===== config.mk =====
export PLATFORM = sky130hd
export DESIGN_NAME = seg_display_mux
export DESIGN_NICKNAME = d
export VERILOG_FILES = /design/src/rtl/seg_display_pkg.sv /design/src/rtl/hex_to_7seg.sv /design/src/rtl/seg_display_mux.sv
export SDC_FILE = /design/constraint.sdc
export NUM_CORES = 1
export LEC_CHECK = 0
export BUFFER_PORTS_ARGS = -buffer_cell sky130_fd_sc_hd__buf_2
export CAP_MARGIN = 40
export CORE_ASPECT_RATIO = 1.2
export CORE_MARGIN = 3
export CORE_UTILIZATION = 50
export DETAILED_ROUTE_END_ITERATION = 8
export PLACE_DENSITY = 0.7
export REMOVE_ABC_BUFFERS = 1
export SLEW_MARGIN = 15
export SYNTH_ARGS = -nofsm -noshare
export SYNTH_HDL_FRONTEND = slang
export SYNTH_SLANG_ARGS = --single-unit

===== constraint.sdc =====
create_clock -name clockIn -period 10.1 [get_ports clockIn]
set_input_delay 1.515 -clock clockIn [delete_from_list [all_inputs] [get_ports clockIn]]
set_output_delay 1.515 -clock clockIn [all_outputs]
set_load 0.01 [all_outputs]

===== src/rtl/seg_display_pkg.sv =====
// Shared definitions for the multiplexed 7-segment display driver:
// FSM state encoding, active-high glyph table {g,f,e,d,c,b,a}, and the
// output polarity helper.
package seg_display_pkg;

   // Scan FSM states
   localparam logic [1:0] ST_OFF   = 2'd0;
   localparam logic [1:0] ST_GUARD = 2'd1;
   localparam logic [1:0] ST_DRIVE = 2'd2;

   // Active-high glyphs, index = digit value (0-9, then A b C d E F)
   localparam logic [6:0] GLYPHS [16] = '{
      7'h3F, 7'h06, 7'h5B, 7'h4F, 7'h66, 7'h6D, 7'h7D, 7'h07,
      7'h7F, 7'h6F, 7'h77, 7'h7C, 7'h39, 7'h5E, 7'h79, 7'h71
   };

   // Maps active-high {dp,seg} to the pin polarity of the display
   function automatic logic [7:0] seg_polarity(input logic [7:0] lit, input bit active_low);
      return active_low ? ~lit : lit;
   endfunction

endpackage


===== src/rtl/hex_to_7seg.sv =====
// Combinational 4-bit value to active-high 7-segment pattern {g,f,e,d,c,b,a}.
// Every input value has a glyph, so the output is never undefined.
module hex_to_7seg
   import seg_display_pkg::*;
(
   input  logic [3:0] value,
   output logic [6:0] segments
);

   assign segments = GLYPHS[value];

endmodule


===== src/rtl/seg_display_mux.sv =====
// Time-multiplexed 7-segment driver. Each digit slot is one guard cycle
// (anodes off, segments settle) followed by REFRESH_DIV-1 drive cycles.
// All digits are captured together at frame start so a frame never mixes
// old and new values.
// Optional feature: define LEADING_ZERO_BLANK_EN to suppress leading zeros.
module seg_display_mux
   import seg_display_pkg::*;
#(
   parameter int NUM_DIGITS     = 4,
   parameter int REFRESH_DIV    = 50000,
   parameter bit SEG_ACTIVE_LOW = 1'b1
) (
   input  logic                    clockIn,
   input  logic                    reset,
   input  logic                    en,
   input  logic                    blank,
   input  logic [4*NUM_DIGITS-1:0] digits_in,
   input  logic [NUM_DIGITS-1:0]   dp_in,
   output logic [6:0]              seg,
   output logic                    dp,
   output logic [NUM_DIGITS-1:0]   an,
   output logic                    scan_tick
);

   localparam int DW = $clog2(REFRESH_DIV);
   localparam int IW = $clog2(NUM_DIGITS);
   localparam logic [DW-1:0] DIV_LAST = DW'(REFRESH_DIV - 1);
   localparam logic [IW-1:0] IDX_LAST = IW'(NUM_DIGITS - 1);

   logic [1:0]              state_q, state_d;
   logic [DW-1:0]           div_q, div_d;
   logic [IW-1:0]           idx_q, idx_d;
   logic [4*NUM_DIGITS-1:0] snap_q, snap_d;
   logic [NUM_DIGITS-1:0]   dp_snap_q, dp_snap_d;
   logic [NUM_DIGITS-1:0]   supp_q, supp_d;
   logic [NUM_DIGITS-1:0]   lz_mask;
   logic                    take_snap;
   logic [3:0]              cur_digit;
   logic [6:0]              glyph;
   logic                    lit_on;
   logic [6:0]              seg_lit;
   logic                    dp_lit;
   logic [NUM_DIGITS-1:0]   an_d;

`ifdef LEADING_ZERO_BLANK_EN
   logic lz_run;

   // Mark zeros from the leftmost digit down to the first nonzero; digit 0 always shown
   always_comb begin
      lz_mask = '0;
      lz_run  = 1'b1;
      for (int i = NUM_DIGITS - 1; i >= 1; i--) begin
         if (lz_run && (digits_in[4*i +: 4] == 4'h0)) lz_mask[i] = 1'b1;
         else                                         lz_run     = 1'b0;
      end
   end
`else
   assign lz_mask = '0;
`endif

   // Next-state logic for the scan FSM, divider, scan index and snapshot
   always_comb begin
      // NOTE: every variable gets a default first so no path leaves it unassigned (no latch).
      state_d   = state_q;
      div_d     = div_q;
      idx_d     = idx_q;
      take_snap = 1'b0;
      if (!en) begin
         state_d = ST_OFF;
      end else begin
         case (state_q)
            ST_OFF: begin
               state_d   = ST_GUARD;
               div_d     = '0;
               idx_d     = '0;
               take_snap = 1'b1;
            end
            ST_GUARD: begin
               state_d = ST_DRIVE;
               div_d   = div_q + 1'b1;
            end
            ST_DRIVE: begin
               if (div_q == DIV_LAST) begin
                  state_d = ST_GUARD;
                  div_d   = '0;
                  if (idx_q == IDX_LAST) begin
                     idx_d     = '0;
                     take_snap = 1'b1;
                  end else begin
                     idx_d = idx_q + 1'b1;
                  end
               end else begin
                  div_d = div_q + 1'b1;
               end
            end
            default: state_d = ST_OFF;
         endcase
      end
      snap_d    = take_snap ? digits_in : snap_q;
      dp_snap_d = take_snap ? dp_in     : dp_snap_q;
      supp_d    = take_snap ? lz_mask   : supp_q;
   end

   assign cur_digit = snap_d[{idx_d, 2'b00} +: 4];

   hex_to_7seg u_decode (
      .value    (cur_digit),
      .segments (glyph)
   );

   // Output values for the coming cycle, derived from the next state
   always_comb begin
      lit_on  = en && !blank && (state_d != ST_OFF);
      seg_lit = (lit_on && !supp_d[idx_d]) ? glyph : 7'h00;
      dp_lit  = lit_on && dp_snap_d[idx_d];
      an_d    = '1;
      if (lit_on && (state_d == ST_DRIVE)) an_d[idx_d] = 1'b0;
   end

   // State, snapshot and output registers; reset forces anodes off immediately
   always_ff @(posedge clockIn or negedge reset) begin
      if (!reset) begin
         state_q   <= ST_OFF;
         div_q     <= '0;
         idx_q     <= '0;
         snap_q    <= '0;
         dp_snap_q <= '0;
         supp_q    <= '0;
         an        <= '1;
         {dp, seg} <= seg_polarity(8'h00, SEG_ACTIVE_LOW);
         scan_tick <= 1'b0;
      end else begin
         // NOTE: non-blocking here so every register samples pre-edge values.
         state_q   <= state_d;
         div_q     <= div_d;
         idx_q     <= idx_d;
         snap_q    <= snap_d;
         dp_snap_q <= dp_snap_d;
         supp_q    <= supp_d;
         an        <= an_d;
         {dp, seg} <= seg_polarity({dp_lit, seg_lit}, SEG_ACTIVE_LOW);
         scan_tick <= take_snap;
      end
   end

endmodule

# After elaboration in Yosys (flattened, before gate mapping)
# Memory sizes are Yosys's and may differ from the RTL's.
# Cells that the tools add are included.
op_classes:
  addsub: 2
  n_lt_le_gt_ge: 3
  eq_ne: 5
  shifts: 1
  n_mux: 26
  bitwise: 3
  n_reduce_logical: 12
op_table:
  columns: ["op", "count"]
  rows:
  - ["$pmux W16 S3", 1]
  - ["$mux W16", 2]
  - ["$mux W7", 3]
  - ["$add A16 B1 Y16 const B", 1]
  - ["$eq A16 B16 Y1 const B", 1]
  - ["$shiftx A16 B5 Y4", 1]
  - ["$mux W4", 3]
  - ["$mux W2", 5]
  - ["$not A8 Y8", 1]
  - ["$eq A2 B2 Y1 const B", 3]
  - ["$logic_and A1 B1 Y1", 6]
  - ["$mux W1", 6]
  - ["$pmux W2 S3", 1]
  - ["$ge A5 B5 Y1 const B", 1]
  - ["$not A4 Y5", 1]
  - ["$bmux W1 S2", 2]
  - ["$not A4 Y4", 1]
  - ["$pmux W2 S2", 1]
  - ["$lt A2 B3 Y1 const B", 1]
  - ["$reduce_bool A3 Y1", 1]
  - ["$add A2 B1 Y2 const B", 1]
  - ["$demux W1 S2", 1]
  - ["$eq A2 B1 Y1 const B", 1]
  - ["$ge A2 B1 Y1 const B", 1]
  - ["5 further kinds", 6]
totals:
  register_bits: 57
  mem_bits_ro: 112
  inputBits: 24
  mem_count: 1
memory_table:
  columns: ["memory", "words", "width", "rd", "rd_clocked_by_memory_dff", "wr", "line", "rtl"]
  rows:
  - ["(name not given)", 16, 7, 1, 0, 0, "hex_to_7seg.sv:10", "assign segments = GLYPHS[value];"]

# Logic depth before layout (Yosys ltp)
logic_depth:
  ltp_word: 13
  depth_mapped: 16

# By module
# Synthesis repeated with hierarchy kept, for this count alone.
unflattened:
  cells_unflattened: 270
  area_unflattened_um2: 3030.4
modules_own_cells:
  columns: ["mod", "instances", "cells_per_inst", "area_each_um2", "seq_area_each_um2"]
  rows:
  - ["seg_display_mux", 1, 237, 2742.6, 1441.4]
  - ["hex_to_7seg", 1, 33, 287.8, 0.0]

# Worst setup path before layout
# No wires, ideal clock.
synth_timing:
  kind: "input port to flip-flop"
  start: "input port en"
  end: "register seg[0]"
  arrival_ns: 4.289
  required_ns: 10.001
  path_slack_ns: 5.711
  cell_stages: 13
  n_path_buf: 1
  path_cell_list: "o21ai_0 -> and2_0 -> nor2_2 -> clkinv_1 -> buf_2 -> mux2i_1 -> mux2i_1 -> inv_1 -> ha_1 -> or4_1 -> nand4b_1 -> o21ba_2 -> o21ai_1"
synth_via:
  elab_cells_between_ends: 19
synth_rtl:
  columns: ["element", "line", "rtl"]
  rows:
  - ["start, declared", "seg_display_mux.sv:15", "input logic en,"]
  - ["$mux W2 (*)", "seg_display_mux.sv:68", "if (!en) begin"]
  - ["named net idx_d[1]", "seg_display_mux.sv:32", "logic [IW-1:0] idx_q, idx_d;"]
  - ["$shiftx A16 B5 Y4", "seg_display_mux.sv:104", "assign cur_digit = snap_d[{idx_d, 2'b00} +: 4];"]
  - ["$not A4 Y5 (implied by the code)", "hex_to_7seg.sv:10", null]
  - ["$mem_v2 Z16 W7", null, null]
  - ["$mux W7 (implied by the code) (2 in a row)", "hex_to_7seg.sv:10", null]
  - ["$mux W7 (*)", "seg_display_mux.sv:114", "seg_lit = (lit_on && !supp_d[idx_d]) ? glyph : 7'h00;"]
  - ["$not A8 Y8 (*)", "seg_display_pkg.sv:19", "return active_low ? ~lit : lit;"]
  - ["end signal, assigned", "seg_display_mux.sv:130", "{dp, seg} <= seg_polarity(8'h00, SEG_ACTIVE_LOW);"]
  - ["end signal, assigned", "seg_display_mux.sv:141", "{dp, seg} <= seg_polarity({dp_lit, seg_lit}, SEG_ACTIVE_LOW);"]
  - ["end, declared", "seg_display_mux.sv:19", "output logic [6:0] seg,"]
# Mark *: on every way through the listed nets, which the timed path passes. The rest lies on a longest branch. The select of a mux whose other input is x is not followed.
# A chain may end at the register's enable or synchronous reset.

# Worst setup path in the final report
layout_timing:
  start: "input port en"
  end: "register seg[0]"
layout_via:
  elab_chain_len: 9
  elab_cells_between_ends: 19
layout_rtl:
  columns: ["element", "line", "rtl"]
  rows:
  - ["$mux W1", "seg_display_mux.sv:68", null]
  - ["$mux W16", "seg_display_mux.sv:99", "snap_d = take_snap ? digits_in : snap_q;"]
  - ["$shiftx A16 B5 Y4", "seg_display_mux.sv:104", null]
  - ["$not A4 Y5 (implied by the code)", "hex_to_7seg.sv:10", null]
  - ["$mem_v2 Z16 W7", null, null]
  - ["$mux W7 (implied by the code) (2 in a row)", "hex_to_7seg.sv:10", null]
  - ["$mux W7 (*)", "seg_display_mux.sv:114", null]
  - ["$not A8 Y8 (*)", "seg_display_pkg.sv:19", null]
# Mark *: on every way between the ends. The rest lies on a longest branch, timed or not. The select of a mux whose other input is x is not followed.

==> run metrics <==
status finished clean; final WL 6200 µm; gp weighted congestion 0.829; Fill cells 533; peak supply drop 0.122 mV; Synth Register Bits 57; die area 7350 µm²; Root Driver clkbuf_8; period utilization 0.481; post-synth top area share 0.355; Placement Cell Area 3430 µm²; post-CTS setup buffer count 0; area leader, netlist dfrtp_1; Max Root-Sink Buffers 2; initial antenna violation count 0; Final Util 0.593; CP required 10.33 ns; Slew Viols, Final 0; logic gate share of total power 0.217; Starting Density 0.521; startpoint types primary input; footprint of the multi-input gates 1650 µm²; setup violators final 0; Max-cap violations 0; Finished Cell Area 3610 µm²; Final #Nets 387; Crit Path Class primary input to flop; first-pass GRT wire length 10800 µm; Yosys cell types 61; ys async rst share 1.00; Worst-Margin Slew 1.02 ns; clk_skew 0.00673 ns; Post-synth EDFFs 0; IO Count 37; pwr dens 162 nW/µm²; H-tree level count 3; clk_lat worst skew 0.33 ns; synthesized area 3180 µm²; Reg area 1440 µm²; total grt overflow 0; Crit path arrival time 5.08 ns; hold buffers post-CTS 0; Vias 2364; Psw 175 µW; most frequent CP cell mux2i_1; RSZ-0062 raised after global routing no; largest net degree at the start of global routing 58; drt via density 5.40; post_cts resized 0; Worst path max stage delay 0.55 ns; Clock Sink Count 57; Synth area leaders dfrtp_1 35%, dfstp_2 9.9%, nand2_1 5.9%; Lkg Pwr 0.00163 µW; Fin. Hold Viols 0; Hold Path Class flop to flop; Initial DRC Count 106; setup total negative slack 0 ns; Critical Path End Type flop; Tmin final 4.86 ns; Syn Inst Count 311; switching fraction of total power 0.300; total of warnings raised by yosys 0; crit path buf inv count 3; CTS tree yes; family with the most delay on the worst path simple AND/OR/NAND/NOR gates; share of cells above drive strength 1 0.264; number of global-route vias before repair 2434; clock network power share 0.327; Post-DP HPWL 4410 µm; Max Clock Freq 206 MHz; Cell Rows 31; port bufs 36; CP cell instances buf_2 > o21ai_0 > and2_0 > nor2_2 > clkinv_1 > mux2i_1 > mux2i_1 > inv_1 > ha_1 > or4_1 > nand4b_1 > o21ba_2 > o21ai_1; clock transition at the registers of the reported paths 0.07 ns; Pre-Repair DR Iteration Count 4; total power 584 µW; ys flop type dfrtp_1; Die Ht 93.3 µm; largest fanout on the critical path 15; Avg WL per Cell 14.1 µm; Die X 78.8 µm; Sequential Power Share 0.456; CTS buffer count 9; relative slew slack 0.320; Crit-path slowest cell clkinv_1; Core Area 6090 µm²; Diodes inserted 0; sequential share of the synthesized area 0.454; internal cell power 409 µW; post-route ant nets 0; All-Layer GR Usage 0.188; Layout Area Growth over Synthesis 13.7%; Mean Syn Cell Area 10.2 µm²; DRC viols 0
[path summary, 6_finish.rpt]
check / start / end / slack (ns) / cells past startpoint
min: supp_q[2] / supp_q[2] / 0.49 / 1
max: en / seg[0] / 5.24 / 13
min reg2reg: supp_q[2] / supp_q[2] / 0.49 / 1
max reg2reg: state_q[0] / seg[0] / 5.75 / 14
max in group asynchronous: reset / snap_q[13] / 8.33 / 2
min in group asynchronous: reset / div_q[3] / 1.31 / 2
[per-layer routing]
layer / global-route usage / wire length, µm / up-vias
met2: 0.314 / 3080 / 40
li1: - / - / 1166
met3: 0.0559 / 222 / 10
met5: 0 / 0 / -
met1: 0.228 / 2760 / 1148
met4: 0.0729 / 129 / 0
[flip-flops by register name (all words and copies together) (netlist names)]
signal / cells
state_q: 2
dp: 1
an: 4
scan_tick: 1
dp_snap_q: 4
supp_q: 4
idx_q: 2
snap_q: 16
div_q: 16
seg: 7
[cell type report]
type                    instances  area share
clock buffers                  11      0.0419
multi-input cells             235       0.458
clock inverters                 5     0.00832
well taps                      82      0.0284
inverters                      10      0.0104
repair buffers                 38      0.0541
flip-flops and latches         57       0.399
[cell usage in the layout (no fill, tap or decap), drive strengths merged, types with 3 or more instances in the layout]
cell type   n
a21boi      3
and2        7
buf        38
dfstp      12
mux2       14
nor4b       3
a211oi      3
ha         12
xnor2       6
mux4        3
clkbuf     11
nand3      15
nor2       25
dfrtp      45
inv         8
mux2i      14
nor2b       5
nor3        5
clkinv      5
o21ai      17
nand2      50
nand3b      5
and3        4
xor2        9
nand4       6
[power groups by stage]
| stage | Combinational (µW) | Clock [µW] | Sequential, µW |
|---|---|---|---|
| final | 127 | 191 | 266 |
| after floorplan | 90.1 | 0 | 268 |
| after global routing | 141 | 207 | 268 |
| after global placement | 125 | 0 | 269 |
| after detailed placement | 127 | 0 | 270 |
| after CTS | 127 | 199 | 267 |
[kinds of logic (layout without fill, tap and decap cells)]
| group | after synthesis | count (layout) | share of synthesized area |
|---|---|---|---|
| simple gates | 137 | 137 | 0.224 |
| flops | 57 | 57 | 0.454 |
| compound gates | 40 | 40 | 0.0879 |
| mux | 31 | 31 | 0.120 |
| buf+inv | 19 | 64 | 0.0256 |
| xor+xnor | 15 | 15 | 0.0414 |
| fa+ha+maj | 12 | 12 | 0.0473 |
[metrics by stage]
step,setup slack (ns),cells,hold slack (ns)
detailed placement,4.91,422,0.467
finish,5.24,438,0.485
global route,5.01,438,0.506
CTS,5.25,438,0.488
floorplan,5.70,302,0.439
global placement,5.17,422,0.464
[cell usage after synthesis, types with 2 or more instances]
| cell type | number |
|---|---|
| nand3b_1 | 5 |
| or2_2 | 2 |
| mux4_2 | 3 |
| a22o_1 | 2 |
| nand2_1 | 50 |
| ha_1 | 12 |
| nand3_1 | 15 |
| mux2_2 | 13 |
| nor3_1 | 5 |
| mux2i_1 | 13 |
| or3_1 | 2 |
| nor2_1 | 24 |
| a211oi_1 | 3 |
| clkinv_1 | 2 |
| nand2b_1 | 2 |
| clkbuf_1 | 5 |
| xnor2_1 | 6 |
| nor4b_1 | 2 |
| o21ai_0 | 15 |
| xor2_1 | 9 |
| a211o_1 | 2 |
| and3_1 | 4 |
| nand4_1 | 5 |
| nor2b_1 | 5 |
| dfstp_2 | 12 |
| and2_1 | 6 |
| buf_2 | 2 |
| dfrtp_1 | 45 |
| a21boi_0 | 2 |
| inv_1 | 7 |
[worst reg2reg max path: stages (launching register included)]
cell and delay, ns:
dfrtp_1 0.40, inv_1 0.13, ha_1 0.29, o21ai_0 0.18, and2_0 0.26, nor2_2 0.42
clkinv_1 0.55, mux2i_1 0.24, mux2i_1 0.42, inv_1 0.16, ha_1 0.32, or4_1 0.54
nand4b_1 0.11, o21ba_2 0.15, o21ai_1 0.07
Note: power is estimated with default switching activity, not from simulation.
